**config.mk**
```make
export PLATFORM = sky130hd
export DESIGN_NAME = matmul_scheduler
export DESIGN_NICKNAME = d
export VERILOG_FILES = /design/src/rtl/matmul_scheduler.sv
export SDC_FILE = /design/constraint.sdc
export NUM_CORES = 1
export LEC_CHECK = 0
export ABC_AREA = 1
export ABC_CLOCK_PERIOD_IN_PS = 14300
export CORE_MARGIN = 4
export CORE_UTILIZATION = 56
export CTS_CLUSTER_SIZE = 30
export DETAILED_ROUTE_END_ITERATION = 10
export GPL_ROUTABILITY_DRIVEN = 0
export HOLD_SLACK_MARGIN = 0.06
export PLACE_DENSITY = 0.75
export SKIP_LAST_GASP = 1
export SLEW_MARGIN = 10
export SYNTH_ARGS = -nofsm -noshare
export SYNTH_HDL_FRONTEND = slang
export SYNTH_SLANG_ARGS = --single-unit
```
**constraint.sdc**
```tcl
create_clock -name clock -period 14.3 [get_ports clock]
set_clock_uncertainty 0.15 [all_clocks]
set_input_delay 1.43 -clock clock [delete_from_list [all_inputs] [get_ports clock]]
set_output_delay 1.43 -clock clock [all_outputs]
set_load 0.1 [all_outputs]
```
**src/rtl/matmul_scheduler.sv**
```systemverilog
// ---------------------------------------------------------------------------
// matmul_scheduler
//
// Sequencing controller for a four-lane shared data memory. A start request
// runs a complete DIM x DIM integer matrix multiply C = A * B held in a
// 256 x 16 RAM. Lane L handles row i = 4*pass + L, and all lanes step in
// lockstep under one FSM. Each lane keeps a 16-bit accumulator, and all
// arithmetic wraps modulo 2^16. The host/file port of the RAM is not driven
// here, so the host must stay off the RAM while busy is high.
//
// Parameters
//   DIM     matrix dimension, 4 or 8 (a multiple of the lane count)
//   A_BASE  word address of A[0][0], row-major
//   B_BASE  word address of B[0][0], row-major
//   C_BASE  word address of C[0][0], row-major
//
// Ports
//   clock           rising-edge clock
//   reset           synchronous, active-high reset
//   start           multiply request, sampled only in IDLE
//   busy            high while a multiply is in progress
//   done            one-cycle completion pulse
//   write_en0..3    per-lane RAM write enable
//   addr0..3        per-lane RAM address
//   datain0..3      per-lane RAM write data
//   dataout0..3     per-lane RAM read data (registered, 1-cycle latency)
// ---------------------------------------------------------------------------
//
// state   | meaning
// --------+-----------------------------------------------------------------
// IDLE    | waiting for start; memory-side outputs are all 0
// FETCH_A | read A[i][k] on every lane
// FETCH_B | read B[k][j] (shared address); latch A element into a_reg
// MAC     | acc += a_reg * B element; advance k or go write
// WRITE   | write acc to C[i][j]; clear acc and k; advance j / pass
// DONE    | done pulse, busy low; back to IDLE next cycle
//
module matmul_scheduler #(
   parameter int DIM    = 4,
   parameter int A_BASE = 0,
   parameter int B_BASE = 64,
   parameter int C_BASE = 128
) (
   input  logic        clock,
   input  logic        reset,
   input  logic        start,
   output logic        busy,
   output logic        done,
   output logic        write_en0,
   output logic        write_en1,
   output logic        write_en2,
   output logic        write_en3,
   output logic [7:0]  addr0,
   output logic [7:0]  addr1,
   output logic [7:0]  addr2,
   output logic [7:0]  addr3,
   output logic [15:0] datain0,
   output logic [15:0] datain1,
   output logic [15:0] datain2,
   output logic [15:0] datain3,
   input  logic [15:0] dataout0,
   input  logic [15:0] dataout1,
   input  logic [15:0] dataout2,
   input  logic [15:0] dataout3
);

   localparam int NLANE = 4;
   localparam int NPASS = DIM / NLANE;
   localparam int CW    = $clog2(DIM);
   localparam int PW    = (NPASS > 1) ? $clog2(NPASS) : 1;

   localparam logic [CW-1:0] LAST_IDX  = CW'(DIM - 1);
   localparam logic [PW-1:0] LAST_PASS = PW'(NPASS - 1);

   typedef enum logic [2:0] {
      S_IDLE,
      S_FETCH_A,
      S_FETCH_B,
      S_MAC,
      S_WRITE,
      S_DONE
   } state_t;

   state_t          state_q, state_d;
   logic [PW-1:0]   pass_q, pass_d;
   logic [CW-1:0]   j_q, j_d;
   logic [CW-1:0]   k_q, k_d;
   logic [15:0]     acc_q   [NLANE];
   logic [15:0]     acc_d   [NLANE];
   logic [15:0]     a_reg_q [NLANE];
   logic [15:0]     a_reg_d [NLANE];

   logic [15:0]     dout    [NLANE];
   logic            we_a    [NLANE];
   logic [7:0]      addr_a  [NLANE];
   logic [15:0]     din_a   [NLANE];

   assign dout[0] = dataout0;
   assign dout[1] = dataout1;
   assign dout[2] = dataout2;
   assign dout[3] = dataout3;

   // ------------------------------------------------------------------
   // State and datapath registers
   // ------------------------------------------------------------------
   always_ff @(posedge clock) begin
      if (reset) begin
         state_q <= S_IDLE;
         pass_q  <= '0;
         j_q     <= '0;
         k_q     <= '0;
         for (int l = 0; l < NLANE; l++) begin
            acc_q[l]   <= '0;
            a_reg_q[l] <= '0;
         end
      end else begin
         state_q <= state_d;
         pass_q  <= pass_d;
         j_q     <= j_d;
         k_q     <= k_d;
         for (int l = 0; l < NLANE; l++) begin
            acc_q[l]   <= acc_d[l];
            a_reg_q[l] <= a_reg_d[l];
         end
      end
   end

   // ------------------------------------------------------------------
   // Next-state and datapath update
   // ------------------------------------------------------------------
   always_comb begin
      state_d = state_q;
      pass_d  = pass_q;
      j_d     = j_q;
      k_d     = k_q;
      for (int l = 0; l < NLANE; l++) begin
         acc_d[l]   = acc_q[l];
         a_reg_d[l] = a_reg_q[l];
      end

      case (state_q)
         S_IDLE: begin
            if (start) begin
               state_d = S_FETCH_A;
               pass_d  = '0;
               j_d     = '0;
               k_d     = '0;
               for (int l = 0; l < NLANE; l++) begin
                  acc_d[l] = '0;
               end
            end
         end

         S_FETCH_A: begin
            state_d = S_FETCH_B;
         end

         S_FETCH_B: begin
            // RAM returns the A element requested in FETCH_A this cycle
            for (int l = 0; l < NLANE; l++) begin
               a_reg_d[l] = dout[l];
            end
            state_d = S_MAC;
         end

         S_MAC: begin
            // 16-bit context keeps only the low half of product and sum
            for (int l = 0; l < NLANE; l++) begin
               acc_d[l] = acc_q[l] + a_reg_q[l] * dout[l];
            end
            if (k_q == LAST_IDX) begin
               state_d = S_WRITE;
            end else begin
               k_d     = k_q + 1'b1;
               state_d = S_FETCH_A;
            end
         end

         S_WRITE: begin
            for (int l = 0; l < NLANE; l++) begin
               acc_d[l] = '0;
            end
            k_d = '0;
            if (j_q != LAST_IDX) begin
               j_d     = j_q + 1'b1;
               state_d = S_FETCH_A;
            end else if (pass_q != LAST_PASS) begin
               pass_d  = pass_q + 1'b1;
               j_d     = '0;
               state_d = S_FETCH_A;
            end else begin
               state_d = S_DONE;
            end
         end

         S_DONE: begin
            state_d = S_IDLE;
         end

         default: begin
            state_d = S_IDLE;
         end
      endcase
   end

   // ------------------------------------------------------------------
   // Outputs: decoded from registered state only
   // ------------------------------------------------------------------
   always_comb begin
      logic [7:0] row;
      logic [7:0] b_addr;

      busy   = 1'b0;
      done   = 1'b0;
      row    = '0;
      b_addr = 8'(B_BASE) + 8'(k_q) * 8'(DIM) + 8'(j_q);
      for (int l = 0; l < NLANE; l++) begin
         we_a[l]   = 1'b0;
         addr_a[l] = '0;
         din_a[l]  = '0;
      end

      case (state_q)
         S_FETCH_A: begin
            busy = 1'b1;
            for (int l = 0; l < NLANE; l++) begin
               row       = 8'(pass_q) * 8'(NLANE) + 8'(l);
               addr_a[l] = 8'(A_BASE) + row * 8'(DIM) + 8'(k_q);
            end
         end

         // The B address stays up through MAC; sharing it across lanes is
         // harmless because it is a read
         S_FETCH_B, S_MAC: begin
            busy = 1'b1;
            for (int l = 0; l < NLANE; l++) begin
               addr_a[l] = b_addr;
            end
         end

         S_WRITE: begin
            busy = 1'b1;
            for (int l = 0; l < NLANE; l++) begin
               row       = 8'(pass_q) * 8'(NLANE) + 8'(l);
               we_a[l]   = 1'b1;
               addr_a[l] = 8'(C_BASE) + row * 8'(DIM) + 8'(j_q);
               din_a[l]  = acc_q[l];
            end
         end

         S_DONE: begin
            done = 1'b1;
         end

         default: begin
         end
      endcase
   end

   assign write_en0 = we_a[0];
   assign write_en1 = we_a[1];
   assign write_en2 = we_a[2];
   assign write_en3 = we_a[3];
   assign addr0     = addr_a[0];
   assign addr1     = addr_a[1];
   assign addr2     = addr_a[2];
   assign addr3     = addr_a[3];
   assign datain0   = din_a[0];
   assign datain1   = din_a[1];
   assign datain2   = din_a[2];
   assign datain3   = din_a[3];

endmodule
```
# Word level (Yosys, flattened, before mapping)
# Memories as Yosys holds them, arrays and structs flattened.
# Cells that the tools add are included.
[totals]
register_bits = 8
ram_bits = 128
wordCells = 95
input_bits = 67
mem_count = 2
[op_classes]
addsub = 24
n_eq_ne = 11
reduce_logical = 8
n_bitwise = 8
mul = 4
mux = 34
[memory_table]
columns = ["memory", "words", "word_bits", "rd", "rd_clocked_by_memory_dff", "write_ports", "line", "rtl"]
rows = [
  ["a_reg_q", 4, 16, 4, 0, 4, "90", "logic [15:0] a_reg_q [NLANE];"],
  ["acc_q", 4, 16, 4, 0, 4, "88", "logic [15:0] acc_q [NLANE];"],
]
[op_table]
columns = ["cell", "count"]
rows = [
  ["2-to-1 mux 64 bit", 3],
  ["one-hot mux 64 bit (3 select lines)", 1],
  ["2-to-1 mux 16 bit", 8],
  ["one-hot mux 32 bit (3 select lines)", 1],
  ["adder 16 bit", 4],
  ["adder 8 x 2 -> 8 bit", 8],
  ["multiplier 16 x 16 -> 16 bit", 4],
  ["adder 8 x 6 -> 8 bit, first input constant", 3],
  ["one-hot mux 3 bit (5 select lines)", 1],
  ["2-to-1 mux 3 bit", 4],
  ["AND reduction 3 bit", 3],
  ["adder 3 x 2 -> 4 bit, second input constant", 2],
  ["adder 7 x 4 -> 8 bit, first input constant", 1],
  ["adder 8 x 5 -> 8 bit, first input constant", 1],
  ["2-to-1 mux 1 bit", 8],
  ["2-to-1 mux 2 bit", 4],
  ["!= test 2 bit, second input constant", 4],
  ["bitwise OR 1 bit", 8],
  ["adder 5 x 2 -> 6 bit", 1],
  ["== test 3 x 2 -> 1 bit, second input constant", 2],
  ["== test 3 bit, second input constant", 2],
  ["one-hot mux 2 bit (3 select lines)", 1],
  ["adder 2 x 1 -> 2 bit, second input constant", 2],
  ["adder 3 x 1 -> 4 bit, second input constant", 1],
  ["12 further kinds", 12],
]

# Depth between registers and ports, before layout
[depth]
ltp_word = 4
depth_mapped = 30
depth_no_buf = 29

# Worst setup path before layout
# OpenSTA, ideal clock, no wires.
[synth_timing]
path_type = "input to register"
startpoint = "input port dataout0[1]"
endpoint = "memory acc_q[0][14]"
setup_slack_ps = 7828
cell_stages = 26
arrival_ps = 6190
setup_time_ps = 132
path_cell_list = "buf_2 > clkbuf_1 > nand2_1 > inv_1 > fa_1 > inv_1 > fa_1 > fa_1 > fa_1 > inv_1 > fa_1 > inv_1 > fa_1 > inv_1 > ha_1 > nand2_1 > nor3_1 > nand3_1 > nand3_1 > nand2_1 > inv_1 > o21ai_0 > nand2_1 > a21oi_1 > o21ai_0 > a21oi_1"
[synth_rtl]
columns = ["element", "line", "rtl"]
rows = [
  ["from (decl)", "61", "input logic [15:0] dataout0,"],
  ["to (decl)", "88", ""],
]

==> results.sh <==
export IMPL_status="finished clean"
export IMPL_synth_top_cell_area_share_pct=31.0
export IMPL_setup_viol=0
export IMPL_core_sq_mm=0.0430
export IMPL_synth_common_cells="inv_1 (988), nand2_1 (938), fa_1 (376), nor2_1 (242), ha_1 (210)"
export IMPL_async_flop_share_pct=0
export IMPL_ys_types=34
export IMPL_dr_wl_met3_um=5490
export IMPL_fmax_ghz=0.143
export IMPL_nFillCells=3962
export IMPL_ys_flop_type="dfxtp_1"
export IMPL_drc_errors=0
export IMPL_dieArea_sq_mm=0.0468
export IMPL_cts_hold_buf=0
export IMPL_wl_per_cell_um=14.9
export IMPL_rows=76
export IMPL_cap_violations=0
export IMPL_maxSlewViolCount=0
export IMPL_clock_path_buffers=2
export IMPL_grt_ovfl_total=0
export IMPL_synth_most_common_cell="inv_1"
export IMPL_tightest_slew_ps=1150
export IMPL_cts_sinks=135
export IMPL_hpwlAfterDp_um=47300
export IMPL_clkTransAtPathRegs_ps=70
export IMPL_ctsResizeCount=0
export IMPL_grt_max_degree=71
export IMPL_num_nets_final=4187
export IMPL_syn_area_sq_mm=0.0243
export IMPL_whs_ps=311
export IMPL_crit_required_ps=14470
export IMPL_period_needed_ps=7000
export IMPL_cts_root_buf="clkbuf_16"
export IMPL_arrival_ps=7170
export IMPL_cts_made_buffers=17
export IMPL_p_per_area_mw_per_mm2=101
export IMPL_final_hold_viol_count=0
export IMPL_cp_start_kind="input pin"
export IMPL_vdd_drop_max_uv=87.6
export IMPL_ys_ff_latch=135
export IMPL_drive_gt1_share_pct=1.92
export IMPL_drt_first_pass_iters=6
export IMPL_initial_core_util_pct=56.6
export IMPL_dieWidth_um=216
export IMPL_worstHoldPathType="register to register"
export IMPL_clk_latency_ps=460
export IMPL_yosysTopAreaCell="fa_1"
export IMPL_synth_edff_count=0
export IMPL_antenna_found_initial=1
export IMPL_cp_max_fo=17
export IMPL_drt_iter0_markers=1716
export IMPL_top_layer="met5"
export IMPL_p_leak_nw=14.9
export IMPL_grt_pass1_vias=20700
export IMPL_synth_area_top_cells="fa_1 (31%), inv_1 (15%), nand2_1 (14%), dfxtp_1 (11%), ha_1 (11%)"
export IMPL_yosysSeqAreaShare_pct=11.1
export IMPL_rsz0062_at_grt="no"
export IMPL_timing_final_crit_share_pct=49.0
export IMPL_ant_nets=0
export IMPL_diodes=0
export IMPL_via_per_inst=5.03
export IMPL_met1_length_um=26200
export IMPL_synth_warnings=0
export IMPL_htree_levels=4
export IMPL_post_cts_buffers=0
export IMPL_slew_headroom_pct=23.2
export IMPL_vias=20800
export IMPL_tns_ps=0
export IMPL_met2_wirelength_um=28600
export IMPL_grt_pass1_wl_um=103000
export IMPL_pin_count=169
export IMPL_drt_wl_total_um=61500
export IMPL_die_y_um=216
export IMPL_criticalPathCategory="input pin to register"
export IMPL_port_buffer_count=160
export IMPL_avgSynthCellArea_sq_um=6.93
export IMPL_postSynthCellCount=3511
export IMPL_critPathCaptureType="register"
export IMPL_syn_to_final_growth_pct=8.91
export IMPL_grt_total_usage_pct=27.2
export IMPL_tritoncts="yes"
## layer usage
metal	GRT usage [%]	up-vias
li1	-	10100
met1	36.4	9853
met2	44.8	761
met3	6.51	95
met4	7.00	2
met5	0	-
## path summary, 6_finish.rpt
| path | startpoint | end | slack (ps) | cells after the start |
|---|---|---|---|---|
| hold / removal | acc_q[0][3]$_SDFFE_PP0P_ | acc_q[0][3]$_SDFFE_PP0P_ | 310 | 2 |
| hold reg to reg | acc_q[0][3]$_SDFFE_PP0P_ | acc_q[0][3]$_SDFFE_PP0P_ | 310 | 2 |
| setup / recovery | dataout0[1] | acc_q[0][14]$_SDFFE_PP0P_ | 7300 | 25 |
| setup reg to reg | a_reg_q[3][5]$_SDFFE_PP0P_ | acc_q[3][14]$_SDFFE_PP0P_ | 8580 | 24 |
## metrics by stage
step                setup slack (ps)  util [%]  total power, W  cell area [sq um]  cells
floorplan                       7830         -         0.00180              24300   3518
global placement                6900      60.3         0.00219              25900   4100
detailed placement              6820      60.3         0.00224              25900   4100
CTS                             7310      61.6         0.00270              26500   4132
global route                    6890      61.6         0.00300              26500   4132
finish                          7300      61.6         0.00268              26500   4132
## layout make-up
| cell class | instances | area [sq um] | area share (%) |
|---|---|---|---|
| multi-input combinational | 2214 | 17100 | 64.5 |
| clock inverter | 13 | 124 | 0.468 |
| clock buffer | 19 | 433 | 1.63 |
| timing repair buffer | 170 | 1670 | 6.31 |
| sequential | 135 | 2700 | 10.2 |
| tap | 585 | 732 | 2.76 |
| inverter | 996 | 3740 | 14.1 |
## sequential cells by signal, summed over array words and instances, names as in the netlist
| name | cells |
|---|---|
| a_reg_q | 64 |
| j_q | 2 |
| state_q | 3 |
| k_q | 2 |
| acc_q | 64 |
## kinds of logic (layout without fill, tap and decap cells)
group	Yosys count	in the layout	share of synthesized area, %
buffers and inverters	1169	1198	18.8
xor gates and xnor gates	34	34	1.26
and+or+nand+nor	1328	1328	21.6
AOI/OAI and AO/OA	258	258	5.46
DFF	135	135	11.1
other	1	8	0.0154
adders and majority gates	586	586	41.8
## placed cells by master (no fill, tap or decap), drive strengths merged, types with 11 or more instances in the layout
cell,synthesis,layout
nor2,244,244
xor2,20,20
buf,88,11
ha,210,210
a21oi,128,128
nand4,11,11
fa,376,376
nand3,97,97
nand2,943,943
o21ai,114,114
clkbuf,85,19
inv,992,995
clkdlybuf4s50,0,159
xnor2,14,14
dfxtp,135,135
nand3b,15,15
## where the power goes
group	internal, W	switching (W)	total, W
clock network	0.000241	0.000203	0.000443
logic	0.000649	0.00108	0.00173
registers	0.000412	0.0000984	0.000511
## critical path: stages
cell and delay [ps]:
clkdlybuf4s50_1 820, nand2_1 190, inv_1 80, fa_1 530, inv_1 50, fa_1 560
fa_1 450, fa_1 540, inv_1 50, fa_1 490, inv_1 60, fa_1 480
inv_1 50, ha_1 330, nand2_1 90, nor3_1 210, nand3_1 120, nand3_1 120
nand2_1 50, inv_1 60, o21ai_0 70, nand2_1 80, a21oi_1 60, o21ai_0 120
a21oi_1 80
(Power assumes the default switching activity.)
